$ cat src/rtl/arrow_seq_ctrl_pkg.sv
// Shared game definitions: sequencer state encoding, arrow direction codes
// and the LFSR feedback mask used by every random-event block.
package game_pkg;

  typedef enum logic [2:0] {
    ST_IDLE = 3'd0,
    ST_FILL = 3'd1,
    ST_PLAY = 3'd2,
    ST_DONE = 3'd3,
    ST_FAIL = 3'd4
  } arrow_state_t;

  localparam logic [1:0] DIR_DOWN = 2'b00;
  localparam logic [1:0] DIR_UP   = 2'b01;
  localparam logic [1:0] DIR_H0   = 2'b10;
  localparam logic [1:0] DIR_H1   = 2'b11;

  localparam logic [15:0] LFSR_MASK = 16'hB400;

  // One right-shifting Galois step.
  function automatic logic [15:0] lfsr_step(input logic [15:0] s);
    return s[0] ? ((s >> 1) ^ LFSR_MASK) : (s >> 1);
  endfunction

endpackage

$ cat src/rtl/arrow_seq_ctrl_if.sv
// Bundle between the input decoder / HUD side and the arrow sequencer.
// Handshake: start_in and dir_valid_in are one-cycle strobes with no ready; the
// sequencer samples them on every edge and acts only in the states that accept them.
interface arrow_seq_ctrl_if #(
  parameter int NUM_ARROWS = 8
);
  logic                      start_in;
  logic                      dir_valid_in;
  logic [1:0]                dir_in;
  logic [2*NUM_ARROWS-1:0]   rotate_out;
  logic [NUM_ARROWS-1:0]     inversed_out;
  logic [NUM_ARROWS-1:0]     next_out;
  logic [NUM_ARROWS-1:0]     visible_out;
  logic [15:0]               time_left_out;
  logic [7:0]                score_out;
  logic                      round_done_out;
  logic                      fail_out;
  logic [2:0]                state_out;

  modport master (
    output start_in, dir_valid_in, dir_in,
    input  rotate_out, inversed_out, next_out, visible_out,
           time_left_out, score_out, round_done_out, fail_out, state_out
  );

  modport slave (
    input  start_in, dir_valid_in, dir_in,
    output rotate_out, inversed_out, next_out, visible_out,
           time_left_out, score_out, round_done_out, fail_out, state_out
  );
endinterface

$ cat src/rtl/arrow_seq_ctrl_lfsr16.sv
// Free-running 16-bit Galois LFSR; shifts every cycle, reloads the seed on reset.
module lfsr16
  import game_pkg::*;
#(
  parameter logic [15:0] SEED = 16'hACE1
) (
  input  logic        clk_in,
  input  logic        rst_in,
  output logic [15:0] state_out
);

  always_ff @(posedge clk_in) begin
    if (rst_in) state_out <= SEED;
    else        state_out <= lfsr_step(state_out);
  end

endmodule

$ cat src/rtl/arrow_seq_ctrl.sv
// Round sequencer: fills a row of random arrows, checks player presses against
// the target slot under a time limit, and reports score / success / failure.
module arrow_seq_ctrl
  import game_pkg::*;
#(
  parameter int          NUM_ARROWS = 8,
  parameter logic [15:0] TIME_LIMIT = 16'd600,
  parameter logic [15:0] LFSR_SEED  = 16'hACE1
) (
  input  logic               clk_in,
  input  logic               rst_in,
  arrow_seq_ctrl_if.slave    bus
);

  localparam int PW = (NUM_ARROWS > 1) ? $clog2(NUM_ARROWS) : 1;
  localparam logic [PW-1:0] LAST = PW'(NUM_ARROWS - 1);

  arrow_state_t  state_q, state_d;
  logic [PW-1:0] ptr_q, ptr_d;
  logic [15:0]   time_q, time_d;
  logic [7:0]    score_q, score_d;
  logic          done_q, done_d;
  logic          fill_we;
  logic [1:0]    rot_q [NUM_ARROWS];
  logic          inv_q [NUM_ARROWS];
  logic [1:0]    req_dir;
  logic [15:0]   lfsr;
  logic          lfsr_unused;

  lfsr16 #(.SEED(LFSR_SEED)) u_lfsr (
    .clk_in    (clk_in),
    .rst_in    (rst_in),
    .state_out (lfsr)
  );

  assign lfsr_unused = ^lfsr[15:4];

  // An inverted arrow wants the other member of its direction pair.
  assign req_dir = rot_q[ptr_q] ^ {1'b0, inv_q[ptr_q]};

  always_comb begin
    state_d = state_q;
    ptr_d   = ptr_q;
    time_d  = time_q;
    score_d = score_q;
    done_d  = 1'b0;
    fill_we = 1'b0;
    case (state_q)
      ST_IDLE, ST_DONE, ST_FAIL: begin
        if (bus.start_in) begin
          state_d = ST_FILL;
          ptr_d   = '0;
          if (state_q == ST_FAIL) score_d = 8'd0;
        end
      end
      ST_FILL: begin
        fill_we = 1'b1;
        if (ptr_q == LAST) begin
          state_d = ST_PLAY;
          ptr_d   = '0;
          time_d  = TIME_LIMIT;
        end else begin
          ptr_d = ptr_q + 1'b1;
        end
      end
      ST_PLAY: begin
        // A press is evaluated even in the cycle the timer has run out.
        if (bus.dir_valid_in) begin
          if (bus.dir_in == req_dir) begin
            if (ptr_q == LAST) begin
              state_d = ST_DONE;
              done_d  = 1'b1;
              if (score_q != 8'hFF) score_d = score_q + 8'd1;
            end else begin
              ptr_d = ptr_q + 1'b1;
            end
          end else begin
            state_d = ST_FAIL;
          end
        end else if (time_q == 16'd0) begin
          state_d = ST_FAIL;
        end else begin
          time_d = time_q - 16'd1;
        end
      end
      default: state_d = ST_IDLE;
    endcase
  end

  always_ff @(posedge clk_in) begin
    if (rst_in) begin
      state_q <= ST_IDLE;
      ptr_q   <= '0;
      time_q  <= 16'd0;
      score_q <= 8'd0;
      done_q  <= 1'b0;
      for (int i = 0; i < NUM_ARROWS; i++) begin
        rot_q[i] <= 2'b00;
        inv_q[i] <= 1'b0;
      end
    end else begin
      state_q <= state_d;
      ptr_q   <= ptr_d;
      time_q  <= time_d;
      score_q <= score_d;
      done_q  <= done_d;
      if (fill_we) begin
        rot_q[ptr_q] <= lfsr[1:0];
        inv_q[ptr_q] <= (lfsr[3:2] == 2'b11);
      end
    end
  end

  logic [2*NUM_ARROWS-1:0] rotate_v;
  logic [NUM_ARROWS-1:0]   inversed_v, next_v, visible_v;

  always_comb begin
    rotate_v   = '0;
    inversed_v = '0;
    next_v     = '0;
    visible_v  = '0;
    for (int i = 0; i < NUM_ARROWS; i++) begin
      rotate_v[2*i +: 2] = rot_q[i];
      inversed_v[i]      = inv_q[i];
      next_v[i]          = (state_q == ST_PLAY) && (ptr_q == PW'(i));
      if (state_q == ST_PLAY || state_q == ST_FAIL) visible_v[i] = (PW'(i) >= ptr_q);
      else if (state_q == ST_DONE)                  visible_v[i] = 1'b1;
    end
  end

  assign bus.rotate_out     = rotate_v;
  assign bus.inversed_out   = inversed_v;
  assign bus.next_out       = next_v;
  assign bus.visible_out    = visible_v;
  assign bus.time_left_out  = time_q;
  assign bus.score_out      = score_q;
  assign bus.round_done_out = done_q;
  assign bus.fail_out       = (state_q == ST_FAIL);
  assign bus.state_out      = state_q;

endmodule

$ cat src/flat_wrapper.sv
// flat-port wrapper written by rule: the top's interface ports become plain ports
module arrow_seq_ctrl_flat import game_pkg::*;
#(
  parameter int          NUM_ARROWS = 8,
  parameter logic [15:0] TIME_LIMIT = 16'd600,
  parameter logic [15:0] LFSR_SEED  = 16'hACE1
)
  (clk_in, rst_in, bus_start_in, bus_dir_valid_in, bus_dir_in, bus_rotate_out, bus_inversed_out, bus_next_out, bus_visible_out, bus_time_left_out, bus_score_out, bus_round_done_out, bus_fail_out, bus_state_out);
  arrow_seq_ctrl_if #(.NUM_ARROWS(NUM_ARROWS)) bus_i ();
  input  logic clk_in;
  input  logic rst_in;
  input wire logic [$bits(bus_i.start_in)-1:0] bus_start_in;
  input wire logic [$bits(bus_i.dir_valid_in)-1:0] bus_dir_valid_in;
  input wire logic [$bits(bus_i.dir_in)-1:0] bus_dir_in;
  output wire logic [$bits(bus_i.rotate_out)-1:0] bus_rotate_out;
  output wire logic [$bits(bus_i.inversed_out)-1:0] bus_inversed_out;
  output wire logic [$bits(bus_i.next_out)-1:0] bus_next_out;
  output wire logic [$bits(bus_i.visible_out)-1:0] bus_visible_out;
  output wire logic [$bits(bus_i.time_left_out)-1:0] bus_time_left_out;
  output wire logic [$bits(bus_i.score_out)-1:0] bus_score_out;
  output wire logic [$bits(bus_i.round_done_out)-1:0] bus_round_done_out;
  output wire logic [$bits(bus_i.fail_out)-1:0] bus_fail_out;
  output wire logic [$bits(bus_i.state_out)-1:0] bus_state_out;
  assign bus_i.start_in = bus_start_in;
  assign bus_i.dir_valid_in = bus_dir_valid_in;
  assign bus_i.dir_in = bus_dir_in;
  assign bus_rotate_out = bus_i.rotate_out;
  assign bus_inversed_out = bus_i.inversed_out;
  assign bus_next_out = bus_i.next_out;
  assign bus_visible_out = bus_i.visible_out;
  assign bus_time_left_out = bus_i.time_left_out;
  assign bus_score_out = bus_i.score_out;
  assign bus_round_done_out = bus_i.round_done_out;
  assign bus_fail_out = bus_i.fail_out;
  assign bus_state_out = bus_i.state_out;
  arrow_seq_ctrl #(.NUM_ARROWS(NUM_ARROWS), .TIME_LIMIT(TIME_LIMIT), .LFSR_SEED(LFSR_SEED)) u_core (.clk_in(clk_in), .rst_in(rst_in), .bus(bus_i));
endmodule
$ cat config.mk
export PLATFORM = sky130hd
export DESIGN_NAME = arrow_seq_ctrl_flat
export DESIGN_NICKNAME = d
export VERILOG_FILES = /design/src/rtl/arrow_seq_ctrl_pkg.sv /design/src/rtl/arrow_seq_ctrl_if.sv /design/src/rtl/arrow_seq_ctrl_lfsr16.sv /design/src/rtl/arrow_seq_ctrl.sv /design/src/flat_wrapper.sv
export SDC_FILE = /design/constraint.sdc
export NUM_CORES = 1
export LEC_CHECK = 0
export BUFFER_PORTS_ARGS = -buffer_cell sky130_fd_sc_hd__buf_2
export CAP_MARGIN = 20
export CORE_ASPECT_RATIO = 1.1
export CORE_MARGIN = 4
export CORE_UTILIZATION = 29
export DETAILED_ROUTE_END_ITERATION = 8
export SLEW_MARGIN = 30
export SYNTH_ARGS = -nofsm -noshare
export SYNTH_HDL_FRONTEND = slang
export SYNTH_SLANG_ARGS = --single-unit
$ cat constraint.sdc
create_clock -name clk_in -period 2.4 [get_ports clk_in]
set_clock_uncertainty 0.05 [all_clocks]
set_input_delay 0.48 -clock clk_in [delete_from_list [all_inputs] [get_ports clk_in]]
set_output_delay 0.48 -clock clk_in [all_outputs]
set_load 0.03 [all_outputs]
==> summary.txt <==
Area fraction of the dominant cell type after synthesis: 27.1%
Clk root buf: clkbuf_16
Die Y: 126 um
PwrDens: 980 mW/mm^2
Critical path startpoint category: flip-flop
Synthesized instance count: 382
Sequential area share after synthesis: 46.6%
Grt total ovfl: 0
ANT cells: 0
Outcome: completed
Pins Over Slew Limit: 0
Synth area leader: dfxtp_1
Worst path required time: 1.87 ns
Yosys warning count: 0
Hold Path Class: flip-flop to flip-flop
Skew-Pair Late Insertion Delay: 0.33 ns
Synth top area cells: dfxtp_1 27%, edfxtp_1 20%, a21oi_1 4.3%
Worst slew pin tran: 0.558 ns
Vias: 3101
IO buf count: 74
DRC: 0
Largest net degree at the start of global routing: 43
Full die area: 0.0146 sq mm
FMAX: 428 MHz
Ys async rst share: 0%
Initial antenna violation count: 0
First-pass GRT wire length: 15500 um
Main flop type after synthesis: dfxtp_1
EDFF count, synth: 24
TritonCTS buffer count: 9
Dpl cell area: 0.00436 sq mm
Unique masters post-synth: 51
Pre-Repair DR Iteration Count: 4
Setup-failing EPs final: 0
Max Cap Violations: 0
Syn_nets: 395
Final worst path period share: 97.3%
CTS HTree Levels: 3
Die Wd: 116 um
Slew HR: 62.7%
Worst-path clk slew: 0.05 ns
Final setup TNS: 0 ns
CTS Buffer Depth: 2
Post-Syn Area: 0.00369 sq mm
Arrival @ worst endpoint: 1.80 ns
DP HPWL: 7190 um
CP Max Fanout: 17
CTS tree: built
Sink Count: 74
IO Pins: 75
Starting Density: 30.2%
Placed insts: 607
Core area: 0.0122 sq mm
Final Hold Vio Count: 0
CP Class: flip-flop to primary output
Worst Hold Margin: 0.361 ns
Vias in the first global route: 3034
Final ANT Viol Nets: 0
Setup Buffers After CTS: 0
Crit. End Element: primary output
Finished Cell Area: 0.00473 sq mm
Share of cells above drive strength 1: 32.8%
Flops & latches, synth: 74
Via-per-instance ratio: 4.98
Routed wire length: 9720 um
Min Tclk post-route: 2.33 ns
GP Congestion: 0.837
Non-Filler Instances: 623
Area grow syn2layout: 28.0%
Final net count: 477
Worst VDD drop: 550 uV
Syn Area/Cell: 9.67 sq um
# fillers: 1236
WL/cell: 15.6 um
Leak: 1.97 nW
DRT iter0 DRCs: 129
Unrepaired setup endpoints after global routing: false
Total Routing Usage GR: 13.4%
Rows: 42
-- worst max-delay path: stages (launching register included) --
cell	delay [ns]
dfxtp_2	0.38
or3b_2	0.48
buf_6	0.19
nor3_2	0.22
buf_4	0.20
-- per-layer routing --
metal,track usage [%],wire length [um],vias to the layer above,share of wire [%]
li1,-,-,1525,-
met1,16.6,4170,1487,43
met2,22.4,4890,75,50
met3,3.24,481,14,4.9
met4,4.97,186,0,1.9
met5,0,0,-,0
-- what timing repair did --
action,CTS,global route
cloned,0,0
setup endpoints to repair,13,25
hold buffers,0,0
gates resized for setup,5,18
pin swaps,0,1
-- where the power goes --
group / switching [mW] / leakage (nW) / internal [mW]
registers: 0.124 / 0.658 / 1.41
clock network: 0.493 / 0.149 / 0.813
logic: 1.09 / 1.16 / 0.707
total: 1.70 / 1.97 / 2.93
-- per-stage QoR --
step | utilization, % | total power [mW] | setup WS, ns
after global routing | 38.6 | 4.90 | 0.000262
after floorplan | - | 2.72 | -0.0486
after CTS | 38.2 | 4.59 | -0.0000129
after detailed placement | 35.6 | 3.25 | -0.195
final | 38.6 | 4.64 | 0.0653
after global placement | 35.6 | 3.23 | -0.0271
-- registers in the layout, summed over array words and instances, names as in the netlist, named ones only --
| signal | flops |
|---|---|
| u_core.ptr_q | 3 |
| u_core.inv_q | 8 |
| u_core.bus.score_out | 8 |
| u_core.u_lfsr.state_out | 16 |
| u_core.rot_q | 16 |
| u_core.bus.round_done_out | 1 |
| u_core.bus.state_out | 3 |
| u_core.bus.time_left_out | 16 |
-- kinds of logic (layout without fill, tap and decap cells) --
group                    after synthesis  after routing  share of synthesized area, %
AO/OA/AOI/OAI                         82             82                          12.8
AND/OR/NAND/NOR                      148            148                          22.5
XOR/XNOR                              20             20                          5.12
flip-flops                            74             74                          46.6
adder cells (fa/ha/maj)                7              7                          2.37
multiplexers                          13             13                          5.45
buffers and inverters                 38            125                          5.15
-- final cells by class --
cell class	count	area, sq um	share of cell area [%]
tap	154	193	4.07
clock buffer	12	278	5.87
inverter	9	37.5	0.794
clock inverter	4	22.5	0.476
sequential	74	1730	36.6
timing repair buffer	100	574	12.1
multi-input combinational	270	1890	40.0
-- layout by cell type (no fill, tap or decap), drive strengths merged, types with 10 or more instances in the layout --
master,n
edfxtp,24
nor2b,10
and3,10
nand2,16
nor3,14
and2,18
xor2,14
nor2,31
a21oi,32
o21ai,25
buf,100
dfxtp,50
clkbuf,12
-- synth_stat cells, types with 5 or more instances --
master     n
dfxtp_1   50
a21oi_1   32
nor2_1    31
edfxtp_1  24
o21ai_0   24
and2_1    17
clkbuf_1  16
nand2_1   16
nor3_1    14
xor2_1    14
and3_1    10
nor2b_1   10
inv_1      9
a31oi_1    8
buf_4      8
ha_1       7
mux2i_1    7
nand3_1    7
or2_2      7
nand4b_1   6
xnor2_1    5
-- final timing paths --
path	slack, ns	start	cells past startpoint	endpoint
max	0.07	u_core.bus.state_out[0]	4	bus_next_out[5]
min	0.36	u_core.u_lfsr.state_out[8]	1	u_core.u_lfsr.state_out[7]
max reg2reg	0.11	flip-flop	6	flip-flop
min reg2reg	0.36	u_core.u_lfsr.state_out[8]	1	u_core.u_lfsr.state_out[7]
Power figures use the tool's default switching activity.
